--- src/rtl/alu_issue_ctrl.sv ---
// alu_issue_ctrl
//
// Issue controller between instruction decode and a combinational ALU.
// - Accepts one request per valid/ready handshake.
// - Translates ALUOp/funct into the ALU's 4-bit op code.
// - Holds the operands and op code in registers for one execute cycle.
// - Captures the ALU result and Zflag, and computes the branch decision.
// - Returns the result on a valid/ready response port.
//
// Ports:
//   clk, rst          clock, synchronous active-high reset
//   req_valid/ready   request handshake
//   req_aluop         00 ADD, 01 SUB (branch), 10 R-type, 11 illegal
//   req_funct         R-type funct field
//   req_bne           branch sense for aluop 01 (1 = BNE, 0 = BEQ)
//   req_a, req_b      operands
//   alu_a/alu_b/op    registered operands and op code driven to the ALU
//   alu_res/alu_zero  combinational ALU result and Zflag
//   rsp_valid/ready   response handshake
//   rsp_res/zero      captured ALU result and Zflag
//   rsp_taken         branch decision (aluop 01 only)
//   rsp_illegal       request could not be decoded; the ALU was not used
module alu_issue_ctrl #(
  parameter int WIDTH = 32
) (
  input  logic             clk,
  input  logic             rst,
  input  logic             req_valid,
  output logic             req_ready,
  input  logic [1:0]       req_aluop,
  input  logic [5:0]       req_funct,
  input  logic             req_bne,
  input  logic [WIDTH-1:0] req_a,
  input  logic [WIDTH-1:0] req_b,
  output logic [WIDTH-1:0] alu_a,
  output logic [WIDTH-1:0] alu_b,
  output logic [3:0]       alu_op,
  input  logic [WIDTH-1:0] alu_res,
  input  logic             alu_zero,
  output logic             rsp_valid,
  input  logic             rsp_ready,
  output logic [WIDTH-1:0] rsp_res,
  output logic             rsp_zero,
  output logic             rsp_taken,
  output logic             rsp_illegal
);

  typedef enum logic [1:0] {
    IDLE = 2'd0,
    EXEC = 2'd1,
    RESP = 2'd2
  } state_t;

  state_t           state_reg;
  logic [WIDTH-1:0] alu_a_reg;
  logic [WIDTH-1:0] alu_b_reg;
  logic [3:0]       alu_op_reg;
  logic [1:0]       aluop_reg;
  logic             bne_reg;
  logic [WIDTH-1:0] rsp_res_reg;
  logic             rsp_zero_reg;
  logic             rsp_taken_reg;
  logic             rsp_illegal_reg;

  logic [3:0]       dec_op;
  logic             dec_legal;

  // Decode ALUOp/funct into the ALU op code. Anything unrecognised is
  // flagged illegal, and the issue registers are then left untouched.
  always_comb begin
    dec_op    = 4'b0000;
    dec_legal = 1'b1;
    case (req_aluop)
      2'b00: dec_op = 4'b0010;
      2'b01: dec_op = 4'b0110;
      2'b10: begin
        case (req_funct)
          6'b100000: dec_op = 4'b0010;
          6'b100010: dec_op = 4'b0110;
          6'b100100: dec_op = 4'b0000;
          6'b100101: dec_op = 4'b0001;
          6'b100111: dec_op = 4'b1100;
          6'b101010: dec_op = 4'b0111;
          default:   dec_legal = 1'b0;
        endcase
      end
      default: dec_legal = 1'b0;
    endcase
  end

  always_ff @(posedge clk) begin
    if (rst) begin
      state_reg       <= IDLE;
      alu_a_reg       <= '0;
      alu_b_reg       <= '0;
      alu_op_reg      <= 4'b0000;
      aluop_reg       <= 2'b00;
      bne_reg         <= 1'b0;
      rsp_res_reg     <= '0;
      rsp_zero_reg    <= 1'b0;
      rsp_taken_reg   <= 1'b0;
      rsp_illegal_reg <= 1'b0;
    end else begin
      case (state_reg)
        IDLE: begin
          if (req_valid) begin
            aluop_reg <= req_aluop;
            bne_reg   <= req_bne;
            if (dec_legal) begin
              alu_a_reg  <= req_a;
              alu_b_reg  <= req_b;
              alu_op_reg <= dec_op;
              state_reg  <= EXEC;
            end else begin
              // Illegal requests skip the ALU and answer directly.
              rsp_res_reg     <= '0;
              rsp_zero_reg    <= 1'b0;
              rsp_taken_reg   <= 1'b0;
              rsp_illegal_reg <= 1'b1;
              state_reg       <= RESP;
            end
          end
        end
        EXEC: begin
          rsp_res_reg     <= alu_res;
          rsp_zero_reg    <= alu_zero;
          rsp_illegal_reg <= 1'b0;
          // BEQ is taken on zero and BNE on non-zero, so XOR with the sense bit.
          rsp_taken_reg   <= (aluop_reg == 2'b01) ? (alu_zero ^ bne_reg) : 1'b0;
          state_reg       <= RESP;
        end
        RESP: begin
          if (rsp_ready) state_reg <= IDLE;
        end
        default: state_reg <= IDLE;
      endcase
    end
  end

  // Handshake flags depend only on the registered state (and on reset for
  // ready), never on req_valid or rsp_ready.
  assign req_ready   = (state_reg == IDLE) && !rst;
  assign rsp_valid   = (state_reg == RESP);
  assign alu_a       = alu_a_reg;
  assign alu_b       = alu_b_reg;
  assign alu_op      = alu_op_reg;
  assign rsp_res     = rsp_res_reg;
  assign rsp_zero    = rsp_zero_reg;
  assign rsp_taken   = rsp_taken_reg;
  assign rsp_illegal = rsp_illegal_reg;

endmodule
--- config.mk ---
export PLATFORM = sky130hd
export DESIGN_NAME = alu_issue_ctrl
export DESIGN_NICKNAME = d
export VERILOG_FILES = /design/src/rtl/alu_issue_ctrl.sv
export SDC_FILE = /design/constraint.sdc
export NUM_CORES = 1
export LEC_CHECK = 0
export ABC_AREA = 1
export CAP_MARGIN = 20
export CORE_AREA = 4 4 121 123
export DETAILED_ROUTE_END_ITERATION = 7
export DIE_AREA = 0 0 125 127
export HOLD_SLACK_MARGIN = 0.15
export PLACE_DENSITY = 0.73
export SYNTH_ARGS = -nofsm -noshare
export SYNTH_HDL_FRONTEND = slang
export SYNTH_SLANG_ARGS = --single-unit
--- constraint.sdc ---
create_clock -name clk -period 1.3 [get_ports clk]
set_input_delay 0.26 -clock clk [delete_from_list [all_inputs] [get_ports clk]]
set_output_delay 0.26 -clock clk [all_outputs]
set_load 0.01 [all_outputs]
---- Yosys cells after proc, flatten, opt, wreduce, memory -nomap -nowiden ----
Index checks and enable logic that the tools add are counted.
storage, ports and cells
  output and inout bits ................... 105
  word-level logic and storage cells ...... 55
  register bits ........................... 108
  input port bits ......................... 110
operators by class
  reductions and logical operators ........ 11
  eq/ne operators ......................... 14
  bitwise logic cells ..................... 1
  multiplexer cells ....................... 19
operator list
  kind                number
  $mux 32             2
  $pmux 32 s2         1
  $eq 6x6->1 const B  6
  $pmux 4 s5          1
  $pmux 4 s3          1
  $pmux 1 s2          4
  $eq 2x1->1 const B  3
  $mux 1              6
  $mux 2              3
  $pmux 2 s3          1
  $reduce_and 3->1    2
  $reduce_or 6->1     1
  $eq 2x2->1 const B  2
  $logic_not 2->1     2
  $ne 2x2->1 const B  2
  $reduce_and 2->1    2
  $ne 2x1->1 const B  1
  $reduce_bool 2->1   1
  $reduce_or 2->1     1
  $logic_and 1x1->1   1
  $logic_not 1->1     1
  $xor 1x1->1         1

---- Logic depth before layout (Yosys ltp) ----
  depth in word-level cells ............... 7
  gate-level depth with buffers ........... 13
  mapped depth without buffers ............ 11

---- Worst setup path before layout ----
No wires, ideal clock.
  kind .................................... in2reg
  from .................................... input port req_funct[5]
  to ...................................... register alu_b_reg[10], in the netlist alu_b[10]
  required time ........................... 1.184 ns
  stages on the path ...................... 11
  buffers on the path ..................... 2
  slack ................................... -0.054 ns
  setup time .............................. 0.116 ns
  arrival ................................. 1.239 ns
  cells stage by stage .................... inv_1 > nor2_2 > nand3b_1 > nand2_1 > nand2_2 > nand2_2 > nand2_2 > buf_6 > buf_6 > o21ai_0 > nor2_1
on the way
  longest elaborated chain between the ends .. 5
  elaborated cells between the ends (all ways) .. 10
  classes of those cells .................. eq/ne (6); mux (2); reduce/logical (2)
ends and longest elaborated chain
  what                                 RTL line  source
  start: declaration                   31        input logic [5:0] req_funct,
  $eq 6x6->1                           77        case (req_funct)
  $reduce_or 6->1 (no source line) *   --
  $mux 1 *                             77
  $pmux 1 s2 *                         73        case (req_aluop)
  $reduce_and 3->1 (no source line) *  --
  end signal: assignment               111       alu_b_reg <= req_b;
  end: declaration                     56        logic [WIDTH-1:0] alu_b_reg;
Mark *: on every way between the ends. The rest lies on a longest branch, timed or not.
A chain may end at the register's enable or synchronous reset.

---- Worst setup path in the final report ----
  from .................................... register state_reg[1]
  to ...................................... register alu_b_reg[0], in the netlist alu_b[0]
on the way
  longest elaborated chain between the ends .. 2
ends and longest elaborated chain
  what                               RTL line  source
  start: declaration                 54        state_t state_reg;
  start signal: assignment           93        state_reg <= IDLE;
  start signal: assignment           113       state_reg <= EXEC;
  start signal: assignment           120       state_reg <= RESP;
  $logic_not 2->1                    104       case (state_reg)
  $reduce_and 3->1 (no source line)  --
Every way passes these cells.

==> summary.txt <==
Global route
  • Largest net degree at the start of global routing: 39
  • Total congestion overflow: 0
  • Initial antenna violation count: 0
  • Vias in the first global route: between 4000 and 5000
  • Gr usage total: 0.174
  • First-pass GRT wire length: 22.2 mm

Power
  • Logic pwr share: 0.231
  • P per Cell Area: around 1100 mW/mm2
  • Worst vdd ir: ~0.75 mV
  • Sequential Power Share: 0.418
  • Tot Pwr: 0.00871 W
  • Leakage: 3.47 nW
  • Int Pwr: ~0.0065 W
  • Sw Share: 0.258
  • NetSw: 0.00224 W
  • Clk pwr share: 0.351

Floorplanning
  • Die Width: between 100 and 150 um
  • Core Area: ~0.014 mm2
  • Die H: ~130 um
  • Io pins: 215
  • Initial Utilization: 0.294
  • FP Rows: between 40 and 50
  • Die ar.: 0.0159 mm2

Synth
  • Sequential fraction of the synthesis area: 0.539
  • Netlist Area Pre-Place: around 0.004 mm2
  • Most area-consuming cells after synthesis: dfxtp_1, nor2_1, o21ai_0
  • Post-Synthesis Cells: 513
  • Unique masters post-synth: 25
  • Async SR Flop Fraction: 0
  • Most common cell in the netlist: nor2_1
  • Post-synth top cells: nor2_1, dfxtp_1, o21ai_0
  • Synth warn: 0
  • Syn nets: 623
  • EDFF count, synth: 0
  • Post-Syn Area per Cell: between 7 and 8 um2
  • Most used DFF post-synth: dfxtp_1
  • Yosys top cell by area: dfxtp_1
  • Seq cells post-synth: 108
  • Synth top area share: 0.539

CTS
  • CTS Root Buffer Type: clkbuf_16
  • CTS H-Tree Depth: 3
  • CTS tree: yes
  • Total CTS buffers: 9
  • Clock tree sinks: 108
  • Hold Buf Count CTS: 0
  • Clk_lat worst skew: 0.35 ns
  • Clock-pin transition on the worst setup and hold timing paths: about 0.070 ns
  • Bufs on Longest Clock Path: 2

Place
  • Post-DP Area: 0.00653 mm2
  • Setup WS pre-CTS: -0.714 ns
  • Hpwl dp: 8.71 mm
  • DP Cell Count: about 910
  • Port Buffers: about 210
  • GPL Wtd Cong: roughly 0.79

Drt
  • Routed via count: between 4000 and 5000
  • TritonRoute pass-1 iters: 4
  • Drt total wl: about 15 mm
  • Vias per cell: 4.63
  • DRC Markers: 0
  • Routed wire per std cell: around 16 um
  • ANT nets after route: 0
  • 1st-iter DRT viols: about 160

Final layout
  • Finished Cell Area: ~0.008 mm2
  • Area grow syn2layout: 95.9%
  • Share of cells above drive strength 1: 0.292
  • # diodes: 0
  • Final Non-Filler Cells: about 950
  • Fin nets: between 800 and 900
  • Fillcell total: 1234

Critical path
  • Critical path endpoint category: flip-flop
  • Reg2Reg Depth: 9
  • Worst setup path endpoint: alu_b[0]
  • Cell family with most CP delay: simple AND/OR/NAND/NOR gates
  • CP dominant cell by count: nor2_2
  • Critical path arrival: about 1.7 ns
  • Cells along the critical path: nor2_2 > inv_2 > nor2_4 > nand2_8 > buf_12 > inv_16 > buf_16 > nor2_2 > nor2_1
  • Required time of the critical path: 1.58 ns
  • FF-to-FF End: alu_b[0]
  • CP max-delay cell: dfxtp_2
  • Critical path type: reg2reg
  • Crit path max fanout: 7
  • Critical Path Start: state_reg[1]
  • Levels on crit path: 9
  • Worst path max stage delay: 0.33 ns
  • CP Launch Type: flip-flop
  • Setup slack, reg-to-reg: -0.07 ns
  • Reg2reg start: state_reg[1]
  • WP buf/inv: 4

Timing
  • Post-route clock skew: 0.00638 ns
  • Final hold slack: 0.357 ns
  • Unrepaired setup endpoints after global routing: yes
  • Final Max Tran Viols: 0
  • Slew headroom: 0.831
  • Worst Slack Setup Final: -0.0694 ns
  • Minimum clock period: around 1.4 ns
  • Max Clk Rate: between 700 and 800 MHz
  • Final count of hold timing violations: 0
  • Least-Margin Pin Slew: 0.254 ns
  • Final setup vio count: between 60 and 70
  • Crit share post-route: 1.05

Outcome
  • Failing checks: negative setup slack
  • Status: complete, but fails checks

Run
  • Max Cap Violations: 0

Min path
  • Worst hold path class: in2reg
repair_timing:
item	in CTS	in global routing
buffers inserted	15	1
gates resized for setup	301	70
setup endpoints to repair	210	111
cloned	12	8
pin swaps	18	76
placed cells by master, fill, tap and decap left out, types with 3 or more instances in the layout:
cell type,count
a21oi_1,34
a21oi_2,4
buf_12,16
buf_16,10
buf_2,7
buf_4,17
buf_6,13
clkbuf_16,15
clkbuf_2,3
clkbuf_8,3
clkdlybuf4s15_1,7
clkdlybuf4s50_1,100
dfxtp_1,106
dlygate4sd2_1,96
inv_1,7
inv_2,5
nand2_1,48
nand2_2,3
nand3_1,39
nand3_2,3
nor2_1,96
nor2_2,40
nor2_4,9
o21ai_0,4
o21ai_2,61
final cells by class:
type | instances | area [um2] | area share
sequential | 108 | 2160 | 0.275
timing repair buffer | 275 | 2980 | 0.379
tap | 180 | 225 | 0.0286
multi-input combinational | 354 | 2030 | 0.258
clock buffer | 12 | 267 | 0.0339
clock inverter | 4 | 70.1 | 0.00891
timing repair inverter | 1 | 20.0 | 0.00255
inverter | 17 | 108 | 0.0137
per-layer routing:
layer  vias to the layer above  GRT usage  wire length (um)
met2                       149      0.290              7350
met3                        15     0.0656              1020
met5                         -          0                 0
li1                       2178          -                 -
met4                         0     0.0561               274
met1                      2063      0.208              6240
metrics by stage:
stage / setup TNS, ns / utilization
6_report: -3.18 / 0.575
5_1_grt: -9.37 / 0.575
4_1_cts: -2.39 / 0.557
3_5_place_dp: -70.59 / 0.478
3_3_place_gp: -67.76 / 0.478
2_1_floorplan: -0.0212 / -
cell families after synthesis:
family | Yosys count | share of synthesized area
xor+xnor | 1 | 0.00218
flops | 108 | 0.539
buf+inv | 51 | 0.0676
simple gates | 245 | 0.256
compound gates | 108 | 0.135
power groups by stage:
stage	registers [W]	clock network, W	logic [W]
final	0.00364	0.00305	0.00201
after global routing	0.00367	0.00328	0.00217
after CTS	0.00362	0.00314	0.00189
after detailed placement	0.00370	0	0.00156
after global placement	0.00370	0	0.00155
after floorplan	0.00380	0	0.000542
worst reg2reg max path, delay by kind of cell (launching register included):
kind	cells	cell delay, ns
AND/OR/NAND/NOR	5	0.52
buffers and inverters	4	0.46
flip-flops	1	0.33
how the worst min path moves through the flow:
stage                           end  slack [ns]         start  cells past startpoint
after global placement    alu_op[1]        0.45     alu_op[1]                      2
after floorplan             bne_reg        0.40       req_bne                      2
after detailed placement  alu_op[1]        0.46     alu_op[1]                      2
final                     alu_op[0]        0.36  req_funct[3]                      5
after global routing      alu_op[0]        0.40  req_funct[3]                      5
after CTS                 alu_op[0]        0.33  req_funct[3]                      5
(Power assumes the default switching activity.)
